==> src/rtl/uart_pkg.sv <==
// Shared UART definitions: receiver state encoding and bit-timing helpers.
// Also used by uart_tx.
package uart_pkg;

  typedef enum logic [2:0] {
    IDLE   = 3'd0,
    START  = 3'd1,
    DATA   = 3'd2,
    PARITY = 3'd3,
    STOP   = 3'd4
  } uart_state_e;

  function automatic int clog2(input int value);
    int r;
    r = 0;
    for (int v = value - 1; v > 0; v = v >>> 1) begin
      r = r + 1;
    end
    return r;
  endfunction

  // Cycles per bit, or per half bit when half is set; both truncate.
  function automatic int bit_cycles(input int clk_hz, input int bit_rate, input logic half);
    int full;
    full = clk_hz / bit_rate;
    return half ? (full / 2) : full;
  endfunction

endpackage

==> src/rtl/uart_rx_sync.sv <==
// Two-flop synchroniser for asynchronous inputs; resets to RESET_VAL
// (idle-high by default).
module uart_rx_sync #(
  parameter int               WIDTH     = 1,
  parameter logic [WIDTH-1:0] RESET_VAL = {WIDTH{1'b1}}
) (
  input  logic             clk,
  input  logic             reset,
  input  logic [WIDTH-1:0] async_i,
  output logic [WIDTH-1:0] sync_o
);

  logic [WIDTH-1:0] meta_q;
  logic [WIDTH-1:0] sync_q;

  always_ff @(posedge clk or posedge reset) begin
    if (reset) begin
      meta_q <= RESET_VAL;
      sync_q <= RESET_VAL;
    end else begin
      meta_q <= async_i;
      sync_q <= meta_q;
    end
  end

  assign sync_o = sync_q;

endmodule

==> src/rtl/uart_rx.sv <==
// 8N1-style UART receiver with break and framing-error detection.
// Define UART_RX_PARITY_EN to add an even-parity bit after the data bits.
module uart_rx
  import uart_pkg::*;
#(
  parameter int CLK_HZ       = 50000000,
  parameter int BIT_RATE     = 9600,
  parameter int PAYLOAD_BITS = 8,
  parameter int STOP_BITS    = 1
) (
  input  logic                    clk,
  input  logic                    reset,
  input  logic                    uart_rxd,
  input  logic                    uart_rx_en,
  output logic [PAYLOAD_BITS-1:0] uart_rx_data,
  output logic                    uart_rx_valid,
  output logic                    uart_rx_break,
  output logic                    uart_rx_frame_err,
  output logic                    uart_rx_parity_err
);

  localparam int CYCLES_PER_BIT = bit_cycles(CLK_HZ, BIT_RATE, 1'b0);
  localparam int HALF_BIT       = bit_cycles(CLK_HZ, BIT_RATE, 1'b1);
  localparam int CNT_W          = clog2(CYCLES_PER_BIT + 1);
  localparam int IDX_W          = clog2(PAYLOAD_BITS + 1);

  localparam logic [CNT_W-1:0] HALF_LAST = CNT_W'(HALF_BIT - 1);
  localparam logic [CNT_W-1:0] FULL_LAST = CNT_W'(CYCLES_PER_BIT - 1);
  localparam logic [IDX_W-1:0] LAST_BIT  = IDX_W'(PAYLOAD_BITS - 1);
  localparam logic [1:0]       LAST_STOP = 2'(STOP_BITS - 1);

  logic rxd_s;

  uart_rx_sync #(
    .WIDTH     (1),
    .RESET_VAL (1'b1)
  ) u_sync (
    .clk     (clk),
    .reset   (reset),
    .async_i (uart_rxd),
    .sync_o  (rxd_s)
  );

  uart_state_e             state_q, state_d;
  logic [CNT_W-1:0]        cnt_q, cnt_d;
  logic [IDX_W-1:0]        bit_q, bit_d;
  logic [1:0]              stop_q, stop_d;
  logic [PAYLOAD_BITS-1:0] shift_q, shift_d;
  logic [PAYLOAD_BITS-1:0] data_q, data_d;
  logic                    stop_bad_q, stop_bad_d;
  logic                    wait_high_q, wait_high_d;
  logic                    valid_q, valid_d;
  logic                    break_q, break_d;
  logic                    ferr_q, ferr_d;
`ifdef UART_RX_PARITY_EN
  logic                    par_bad_q, par_bad_d;
  logic                    perr_q, perr_d;
`endif
  logic                    bad_s;

  always_comb begin
    state_d     = state_q;
    cnt_d       = cnt_q;
    bit_d       = bit_q;
    stop_d      = stop_q;
    shift_d     = shift_q;
    data_d      = data_q;
    stop_bad_d  = stop_bad_q;
    wait_high_d = wait_high_q;
    valid_d     = 1'b0;
    break_d     = 1'b0;
    ferr_d      = 1'b0;
`ifdef UART_RX_PARITY_EN
    par_bad_d   = par_bad_q;
    perr_d      = 1'b0;
`endif
    bad_s       = stop_bad_q | ~rxd_s;

    case (state_q)
      IDLE: begin
        cnt_d = '0;
        // After a low stop bit the line must go high before a new start edge counts.
        if (wait_high_q) begin
          wait_high_d = ~rxd_s;
        end else if (uart_rx_en && !rxd_s) begin
          state_d = START;
        end else begin
          state_d = IDLE;
        end
      end

      START: begin
        if (cnt_q == HALF_LAST) begin
          cnt_d = '0;
          if (rxd_s) begin
            state_d = IDLE;
          end else begin
            state_d = DATA;
            bit_d   = '0;
`ifdef UART_RX_PARITY_EN
            par_bad_d = 1'b0;
`endif
          end
        end else begin
          cnt_d = cnt_q + CNT_W'(1);
        end
      end

      DATA: begin
        if (cnt_q == FULL_LAST) begin
          cnt_d   = '0;
          shift_d = {rxd_s, shift_q[PAYLOAD_BITS-1:1]};
          if (bit_q == LAST_BIT) begin
            stop_d     = 2'd0;
            stop_bad_d = 1'b0;
`ifdef UART_RX_PARITY_EN
            state_d    = PARITY;
`else
            state_d    = STOP;
`endif
          end else begin
            bit_d = bit_q + IDX_W'(1);
          end
        end else begin
          cnt_d = cnt_q + CNT_W'(1);
        end
      end

`ifdef UART_RX_PARITY_EN
      PARITY: begin
        if (cnt_q == FULL_LAST) begin
          cnt_d     = '0;
          par_bad_d = (^shift_q) != rxd_s;
          state_d   = STOP;
        end else begin
          cnt_d = cnt_q + CNT_W'(1);
        end
      end
`endif

      STOP: begin
        if (cnt_q == FULL_LAST) begin
          cnt_d = '0;
          if (stop_q == LAST_STOP) begin
            // Leave at the sample point so a following start edge is not missed.
            state_d     = IDLE;
            wait_high_d = bad_s;
            if (bad_s) begin
              if (shift_q == '0) begin
                break_d = 1'b1;
              end else begin
                ferr_d = 1'b1;
              end
`ifdef UART_RX_PARITY_EN
            end else if (par_bad_q) begin
              perr_d = 1'b1;
`endif
            end else begin
              valid_d = 1'b1;
              data_d  = shift_q;
            end
          end else begin
            stop_d     = stop_q + 2'd1;
            stop_bad_d = bad_s;
          end
        end else begin
          cnt_d = cnt_q + CNT_W'(1);
        end
      end

      default: begin
        state_d = IDLE;
        cnt_d   = '0;
      end
    endcase
  end

  always_ff @(posedge clk or posedge reset) begin
    if (reset) begin
      state_q     <= IDLE;
      cnt_q       <= '0;
      bit_q       <= '0;
      stop_q      <= 2'd0;
      shift_q     <= '0;
      data_q      <= '0;
      stop_bad_q  <= 1'b0;
      wait_high_q <= 1'b0;
      valid_q     <= 1'b0;
      break_q     <= 1'b0;
      ferr_q      <= 1'b0;
`ifdef UART_RX_PARITY_EN
      par_bad_q   <= 1'b0;
      perr_q      <= 1'b0;
`endif
    end else begin
      state_q     <= state_d;
      cnt_q       <= cnt_d;
      bit_q       <= bit_d;
      stop_q      <= stop_d;
      shift_q     <= shift_d;
      data_q      <= data_d;
      stop_bad_q  <= stop_bad_d;
      wait_high_q <= wait_high_d;
      valid_q     <= valid_d;
      break_q     <= break_d;
      ferr_q      <= ferr_d;
`ifdef UART_RX_PARITY_EN
      par_bad_q   <= par_bad_d;
      perr_q      <= perr_d;
`endif
    end
  end

  assign uart_rx_data      = data_q;
  assign uart_rx_valid     = valid_q;
  assign uart_rx_break     = break_q;
  assign uart_rx_frame_err = ferr_q;
`ifdef UART_RX_PARITY_EN
  assign uart_rx_parity_err = perr_q;
`else
  assign uart_rx_parity_err = 1'b0;
`endif

endmodule

==> config.mk <==
export PLATFORM = sky130hd
export DESIGN_NAME = uart_rx
export DESIGN_NICKNAME = d
export VERILOG_FILES = /design/src/rtl/uart_pkg.sv /design/src/rtl/uart_rx_sync.sv /design/src/rtl/uart_rx.sv
export SDC_FILE = /design/constraint.sdc
export NUM_CORES = 1
export LEC_CHECK = 0
export BUFFER_PORTS_ARGS = -buffer_cell sky130_fd_sc_hd__buf_2
export CAP_MARGIN = 5
export CORE_ASPECT_RATIO = 1.1
export CORE_MARGIN = 5
export CORE_UTILIZATION = 45
export DETAILED_ROUTE_END_ITERATION = 8
export PLACE_DENSITY = 0.66
export SLEW_MARGIN = 15
export SYNTH_ARGS = -nofsm -noshare
export SYNTH_HDL_FRONTEND = slang
export SYNTH_SLANG_ARGS = --single-unit
==> constraint.sdc <==
create_clock -name clk -period 2.05 [get_ports clk]
set_input_delay 0.205 -clock clk [delete_from_list [all_inputs] [get_ports clk]]
set_output_delay 0.205 -clock clk [all_outputs]
set_load 0.01 [all_outputs]
-- Word-level counts from Yosys, hierarchy flattened
Index checks and enable logic that the tools add are counted.
- register bits: 45
- input bits: 4
- output and inout bits: 12
- logic and storage cells: 94
- add/subtract/negate cells: 3
- equal/unequal tests: 15
- muxes and demuxes: 45
- bitwise gates (word level): 3
- reduce and logical (&&, ||, !) cells: 15
- operator list (operator ; number):
    $mux 13 ; 2
    $pmux 13 s2 ; 1
    $mux 1 ; 22
    $mux 3 ; 6
    $ne 2x2->1 const B ; 9
    $mux 4 ; 4
    $add 13x1->13 const B ; 1
    $eq 13x12->1 const B ; 1
    $eq 13x13->1 const B ; 1
    $pmux 3 s4 ; 1
    $mux 2 ; 5
    $reduce_and 5->1 ; 2
    $logic_not 8->1 ; 1
    $pmux 4 s2 ; 1
    $reduce_and 6->1 ; 1
    $reduce_bool 2->1 ; 3
    $add 4x1->4 const B ; 1
    $eq 4x3->1 const B ; 1
    $pmux 1 s2 ; 2
    $pmux 2 s2 ; 1
    $reduce_and 4->1 ; 1
    $eq 3x1->1 const B ; 1
    $eq 3x2->1 const B ; 1
    $eq 3x3->1 const B ; 1
    other kinds (10) ; 11

-- Depth between registers and ports, before layout
Gate-level depths: netlist (run 1).
- depth in word-level cells: 6
- depth in mapped cells: 7
- gate-level depth less buffers: 6

-- Modules after synthesis
Synthesis (run 1) repeated with hierarchy kept, for this count alone.
- cell total of the unflattened synthesis: 198
- area, all modules: 2202.1 um^2
- by module, submodules not included (module ; times used ; cells an instance ; area each (um^2) ; sequential area each (um^2)):
    uart_rx ; 1 ; 195 ; 2145.8 ; 1076.0
    uart_rx_sync ; 1 ; 3 ; 56.3 ; 52.6

-- Worst setup path before layout (run 1)
No wires, ideal clock.
- path kind: flip-flop to flip-flop
- start: register cnt_q[0]
- end: register shift_q[0]
- library setup time: 125 ps
- arrival: 1661 ps
- required time: 1925 ps
- path slack: 264 ps
- stages on the path, launching flop included: 8
- buffers on the path: 2
- clock period less this slack: 1786 ps
- cells stage by stage: dfrtp_1 -> ha_1 -> and4_1 -> buf_2 -> and3_1 -> buf_6 -> nand2_4 -> mux2_4
- cells in the longest elaborated chain, start to end: 2
- RTL lines (what ; line ; RTL):
    start, declared ; uart_rx.sv:45 ; logic [CNT_W-1:0] cnt_q, cnt_d;
    start signal, assigned ; uart_rx.sv:197 ; cnt_q <= cnt_d;
    $eq 13x13->1 ; uart_rx.sv:110 ; if (cnt_q == FULL_LAST) begin
    $reduce_and 2->1 (no line) ; - ;
    end signal, assigned ; uart_rx.sv:200 ; shift_q <= shift_d;
    end, declared ; uart_rx.sv:48 ; logic [PAYLOAD_BITS-1:0] shift_q, shift_d;
No other way between the ends.
A chain may end at the register's enable or synchronous reset.

-- Final worst setup path (run 1)
- start: register cnt_q[7]
- end: register data_q[0], in the netlist uart_rx_data[0]
- cells in the longest elaborated chain, start to end: 2
- RTL lines (what ; line ; RTL):
    $eq 13x13->1 ; uart_rx.sv:142 ; if (cnt_q == FULL_LAST) begin
    $reduce_and 4->1 (no line) ; - ;
    end signal, assigned ; uart_rx.sv:201 ; data_q <= data_d;
    end, declared ; uart_rx.sv:49 ; logic [PAYLOAD_BITS-1:0] data_q, data_d;
No other way between the ends.

==> results of run 1 <==
[worst paths after layout]
check,start,to,slack [ns],cells past startpoint
min reg2reg,u_sync.meta_q,u_sync.sync_o,0.36,0
max reg2reg,cnt_q[7],uart_rx_data[0],0.20,4
max in group asynchronous,reset,state_q[2],1.65,3
min,reset,bit_q[3],0.03,3
min in group clk,uart_rx_en,state_q[0],0.17,3
max,cnt_q[7],uart_rx_data[0],0.20,4
[synthesized netlist by cell type (3+ instances only)]
cell | count | area share
dfrtp_1 | 43 | 0.48
a31oi_1 | 6 | 0.017
xor2_1 | 4 | 0.016
nand3_1 | 7 | 0.016
buf_2 | 5 | 0.011
o211ai_1 | 3 | 0.010
ha_1 | 3 | 0.017
and3_1 | 5 | 0.014
nor4_1 | 4 | 0.011
and2_1 | 4 | 0.011
a21oi_1 | 7 | 0.016
mux2_1 | 8 | 0.040
nand4_1 | 9 | 0.025
and4_1 | 3 | 0.012
xnor2_1 | 7 | 0.027
inv_1 | 7 | 0.012
nor2_1 | 22 | 0.037
nand2_1 | 11 | 0.018
mux2_4 | 8 | 0.053
[cell families (layout without fill, tap and decap cells)]
kind of cell | count (synthesis) | after routing | synth area share
buf+inv | 15 | 40 | 0.0329
xor+xnor | 11 | 11 | 0.0429
simple gates | 86 | 86 | 0.229
other cells | 1 | 1 | 0.00167
fa+ha+maj | 3 | 3 | 0.0167
mux | 17 | 17 | 0.0981
flops | 45 | 45 | 0.503
compound gates | 25 | 25 | 0.0763
[per-stage QoR]
step / util / setup slack (ns) / hold WS (ns) / power (mW) / area (um^2)
3_5_place_dp: 0.490 / 0.207 / 0.312 / 0.939 / 2420
3_3_place_gp: 0.490 / 0.277 / 0.313 / 0.939 / 2420
6_report: 0.515 / 0.195 / 0.0305 / 1.60 / 2540
4_1_cts: 0.515 / 0.192 / 0.0467 / 1.62 / 2540
2_1_floorplan: - / 0.264 / 0.209 / 0.928 / 2250
5_1_grt: 0.515 / 0.0616 / 0.0804 / 1.67 / 2540
[sequential cells by signal, summed over array words and instances, names as in the netlist]
register,flops
uart_rx_valid,1
uart_rx_frame_err,1
uart_rx_break,1
stop_q,2
shift_q,8
u_sync.meta_q,1
state_q,3
bit_q,4
stop_bad_q,1
u_sync.sync_o,1
cnt_q,13
wait_high_q,1
uart_rx_data,8
[routing by layer]
metal  GRT usage  up-vias
met5           0        -
met4      0.0656        0
met3      0.0227        8
met2       0.223       34
met1       0.171      756
li1            -      780
[placed cells by master (no fill, tap or decap), types with 2 or more instances in the layout]
master,count
dfrtp_1,43
nor4_1,4
and4_1,3
ha_1,3
inv_1,6
or3b_1,2
and3_1,5
a21oi_1,7
nand3_1,7
nand2_1,11
buf_4,10
and2_1,4
a31oi_1,6
o2bb2ai_1,2
nor3_1,2
o211ai_1,3
nor2b_1,2
nand2b_1,2
dfstp_2,2
xor2_1,4
nor2_1,22
nand4_1,9
buf_2,14
o22ai_1,2
nor4b_1,2
xnor2_1,7
mux2_4,8
mux2_1,8
clkbuf_8,5
nor3b_1,2
[layout make-up]
class,instances,area [um^2],share of cell area
clock inverter,3,46.3,0.0182
sequential,45,1130,0.444
inverter,7,26.3,0.0103
multi-input combinational,143,1040,0.411
timing repair buffer,25,155,0.0611
tap,58,72.6,0.0286
clock buffer,5,68.8,0.0271
[worst min-delay path: cells and delay by family]
family / cells / cell delay [ns]
buffers and inverters: 3 / 0.58
[repair_timing]
item,in CTS,in global routing
hold buffers,1,0
buffers inserted,0,0
hold endpoints to repair,1,0
[power by group through the flow]
stage	logic [mW]	clock network, mW	registers (mW)
6_report	0.0292	0.678	0.892
4_1_cts	0.0308	0.700	0.893
5_1_grt	0.0346	0.737	0.893
2_1_floorplan	0.0189	0	0.909
3_5_place_dp	0.0294	0	0.910
3_3_place_gp	0.0291	0	0.910
==> flow_metrics.py, run 1 <==
metrics = {
    "floorplanning": {
        "pin_count": 16,
        "fp.dieW_um": 77.4,
        "die-area_um2": 6510,
        "core_um2": 4930,
        "start_util": 0.455,
        "fp.dieH_um": 84.1,
        "rows": 27,
    },
    "synth": {
        "ys_types": 47,
        "synth_nets": 210,
        "ys_warn_count": 0,
        "synth.avg_cell_area_um2": 11.1,
        "synthCells": 203,
        "ys_ff_latch": 45,
        "async_flop_share": 1.00,
        "synth_edf_count": 0,
        "synthFlopType": "dfrtp_1",
        "syn_area_um2": 2250,
        "yosysSeqAreaShare": 0.503,
    },
    "timing": {
        "fmax_mhz": 539,
        "relSlewSlack": 0.636,
        "fin_tns_setup_ns": 0,
        "rsz0062_at_grt": "no",
        "final.min_clock_period_ns": 1.85,
        "final-setup-viol-count": 0,
        "slew_viol_final": 0,
        "clock-skew-final_ns": 0.00499,
        "period_share": 0.905,
        "worst_slew_pin_slew_ns": 0.546,
        "hold_viol_final": 0,
    },
    "finish": {
        "fill_cells": 452,
        "drive_gt1_frac": 0.215,
        "layout.nets": 234,
        "syn2layout_area_growth_pct": 13.1,
        "antennaDiodeCount": 0,
        "instances_no_fill": 286,
    },
    "clocking": {
        "cts_sinks": 45,
        "clkLatencyLatePin_ns": 0.30,
        "cts-root-buf": "clkbuf_8",
        "clk_pin_slew_ns": 0.09,
        "h-tree-depth": 2,
        "cts_buffers": 5,
        "postCtsResizedCells": 0,
        "cts_tree": "yes",
        "clk_path_buf_depth": 2,
    },
    "critical_path": {
        "cp_slowest_stage_delay_ns": 0.49,
        "cp_data_arrival_time_ns": 2.04,
        "crit_chain": "nor4_4 -> nand3_2 -> nor2_4 -> mux2_1",
        "crit_fanout": 8,
        "cp.required_ns": 2.23,
        "critical_path.slowest_cell": "dfrtp_1",
        "path_buf_inv": 0,
        "crit_path_end_kind": "flop",
        "cp_top_family": "simple AND/OR/NAND/NOR gates",
        "crit_type": "flop to flop",
        "start_kind": "flop",
    },
    "global_routing": {
        "overflow": 0,
        "grt_pass1_wl_um": 7300,
        "antenna_found_initial": 0,
        "grt_max_degree": 46,
        "first_global_vias": 1571,
        "track_usage": 0.136,
    },
    "run": {
        "cap_violations": 0,
    },
    "placed_design": {
        "hpwl_um": 2820,
        "port_buffers": 14,
        "place_congestion": 0.785,
        "place_inst": 277,
    },
    "routing": {
        "firstDrtPassIters": 4,
        "routed_wl_um": 4000,
        "drt-met1-wl_um": 1830,
        "detail_route.vias_per_cell": 5.52,
        "wl_met2_um": 1940,
        "ant_nets": 0,
        "top_layer_used": "met4",
        "drc_errors": 0,
        "via_count": 1578,
        "dr_wl_met3_um": 163,
        "wire_per_inst_um": 14.0,
        "drt_iter0_markers": 126,
    },
    "status": {
        "status": "finished, final reports clean",
    },
    "power_and_ir_drop": {
        "comb_power_share": 0.018,
        "p_sw_uw": 337,
        "leakage_nw": 1.20,
        "internal_power_mw": 1.26,
        "power.density_nw_per_um2": 630,
        "ir_drop_uv": 268,
        "clockPowerShare": 0.424,
        "pwr-share-seq": 0.558,
        "sw_frac_of_total": 0.211,
    },
    "hold_path": {
        "hp-class": "input port to async pin",
    },
}
Note: power is estimated with default switching activity, not from simulation.
==> run 2, diff against run 1 <==
- clock period: 2.05 -> 1.94 ns (I/O delays scaled with it)
==> flow_metrics.py, run 2 (same netlist as run 1, synthesis figures left out) <==
metrics = {
    "status": {
        "status": "finished, final reports clean",
    },
    "timing": {
        "slew_viol_final": 0,
        "hold_viol_final": 0,
        "clock-skew-final_ns": 0.00648,
        "rsz0062_at_grt": "no",
        "period_share": 0.936,
        "fin_tns_setup_ns": 0,
        "final-setup-viol-count": 0,
        "layout_setup_ws_ns": 0.124,
        "final.min_clock_period_ns": 1.82,
        "fmax_mhz": 551,
    },
    "critical_path": {
        "r2r_start": "cnt_q[5]",
        "start_kind": "flop",
        "cp_top_family": "simple AND/OR/NAND/NOR gates",
        "crit_path_end_kind": "flop",
        "cp.required_ns": 2.13,
        "cp_data_arrival_time_ns": 2.00,
        "crit_fanout": 8,
        "crit_chain": "nor4_4 -> nand3_2 -> nor2_4 -> mux2_1",
        "crit_type": "flop to flop",
        "r2r-end": "uart_rx_data[1]",
        "reg2reg_slack_ns": 0.12,
        "cp_slowest_stage_delay_ns": 0.46,
        "path_buf_inv": 0,
        "critical_path.slowest_cell": "dfrtp_1",
        "rr_worst_depth": 4,
    },
    "finish": {
        "mostFrequentLayoutCells": "dfrtp_1, nor2_1, buf_2, buf_4, nand2_1",
        "syn2layout_area_growth_pct": 13.9,
        "layout_commonest_cell": "dfrtp_1",
        "post-route-util": 0.519,
        "instances_no_fill": 291,
        "seqCellArea_um2": 1130,
        "largest_register_ffs": 13,
        "drive_gt1_frac": 0.227,
        "fill_cells": 447,
        "final_area_um2": 2560,
        "multi_input_area_um2": 1040,
        "layout.nets": 239,
        "antennaDiodeCount": 0,
        "largest_register": "cnt_q",
    },
    "placed_design": {
        "dp_worst_setup_slack_ns": 0.112,
        "place_inst": 281,
        "place_congestion": 0.799,
        "port_buffers": 14,
        "hpwl_um": 3050,
        "place_area_um2": 2450,
    },
    "clocking": {
        "clkLatencyLatePin_ns": 0.30,
        "cts_buffers": 5,
        "h-tree-depth": 2,
        "clk_path_buf_depth": 2,
        "cts_tree": "yes",
        "cts-root-buf": "clkbuf_8",
        "clk_pin_slew_ns": 0.09,
        "post-cts-setup-buffers": 0,
        "cts_sinks": 45,
        "postCtsResizedCells": 0,
    },
    "power_and_ir_drop": {
        "pwr-share-seq": 0.606,
        "internal_power_mw": 1.20,
        "leakage_nw": 1.20,
        "sw_frac_of_total": 0.226,
        "power.density_nw_per_um2": 608,
        "clockPowerShare": 0.371,
        "p_sw_uw": 351,
        "ir_drop_uv": 364,
        "comb_power_share": 0.022,
    },
    "floorplanning": {
        "fp.dieW_um": 77.4,
        "core_um2": 4930,
        "rows": 27,
        "start_util": 0.455,
        "pin_count": 16,
        "fp.dieH_um": 84.1,
        "die-area_um2": 6510,
    },
    "routing": {
        "wire_per_inst_um": 14.3,
        "routed_wl_um": 4150,
        "firstDrtPassIters": 4,
        "drt-met1-wl_um": 1860,
        "drc_errors": 0,
        "ant_nets": 0,
        "dr_wl_met3_um": 134,
        "detail_route.vias_per_cell": 5.49,
        "wl_met2_um": 2090,
        "via_count": 1599,
        "top_layer_used": "met4",
        "drt_iter0_markers": 62,
    },
    "hold_path": {
        "hp-class": "input port to flop",
        "whs_endpoint": "state_q[0]",
        "hold_start": "uart_rx_en",
        "worstHoldPathCells": 3,
    },
    "global_routing": {
        "track_usage": 0.135,
        "first_global_vias": 1548,
        "grt_pass1_wl_um": 7180,
        "grt_max_degree": 22,
        "overflow": 0,
        "antenna_found_initial": 0,
    },
    "run": {
        "cap_violations": 0,
    },
}
## run 2: changes by cell type in the layout (fill, tap and decap cells not counted), sizes merged
cell and delta:
clkinvlp +2, bufinv -1, dlygate4sd3 +1, buf +4
clkinv -1
## run 2: power groups by stage
stage                     combinational, mW  sequential (mW)  clock, mW
after floorplan                      0.0200            0.961          0
after global placement               0.0325            0.962          0
after detailed placement             0.0329            0.962          0
after CTS                            0.0362            0.943      0.598
after global routing                 0.0405            0.944      0.644
final                                0.0345            0.943      0.578
## run 2: cell type report
cell class	count	area share
clock inverter	3	0.00881
sequential	45	0.441
tap	58	0.0284
timing repair buffer	30	0.0763
clock buffer	5	0.0269
inverter	7	0.0103
multi-input combinational	143	0.408
## run 2: worst max path at each step
stage,startpoint,end,depth (start not counted)
4_1_cts,cnt_q[5],uart_rx_data[1],4
3_3_place_gp,cnt_q[3],uart_rx_data[2],4
2_1_floorplan,cnt_q[0],shift_q[0],7
3_5_place_dp,cnt_q[5],uart_rx_data[1],4
5_1_grt,cnt_q[5],uart_rx_data[4],4
6_report,cnt_q[5],uart_rx_data[1],4
## run 2: tightest hold or removal path, cell delays in order
cell,delay [ns]
buf_2,0.10
nand4_1,0.08
nand2_1,0.05
## run 2: routing by layer
| layer | track usage | vias to the layer above |
|---|---|---|
| met3 | 0.0302 | 6 |
| met4 | 0.0484 | 0 |
| met1 | 0.167 | 786 |
| met2 | 0.228 | 21 |
| met5 | 0 | - |
| li1 | - | 786 |
## run 2: repair_timing
item                                    CTS  global route
endpoints found under the setup margin    0             2
hold endpoints to repair                 14             0
hold buffers                              2             0
## run 2: through the flow
stage	hold slack (ns)	power, mW
floorplan	0.198	0.981
global placement	0.155	0.994
detailed placement	0.162	0.995
CTS	0.160	1.58
global route	0.163	1.63
finish	0.163	1.56
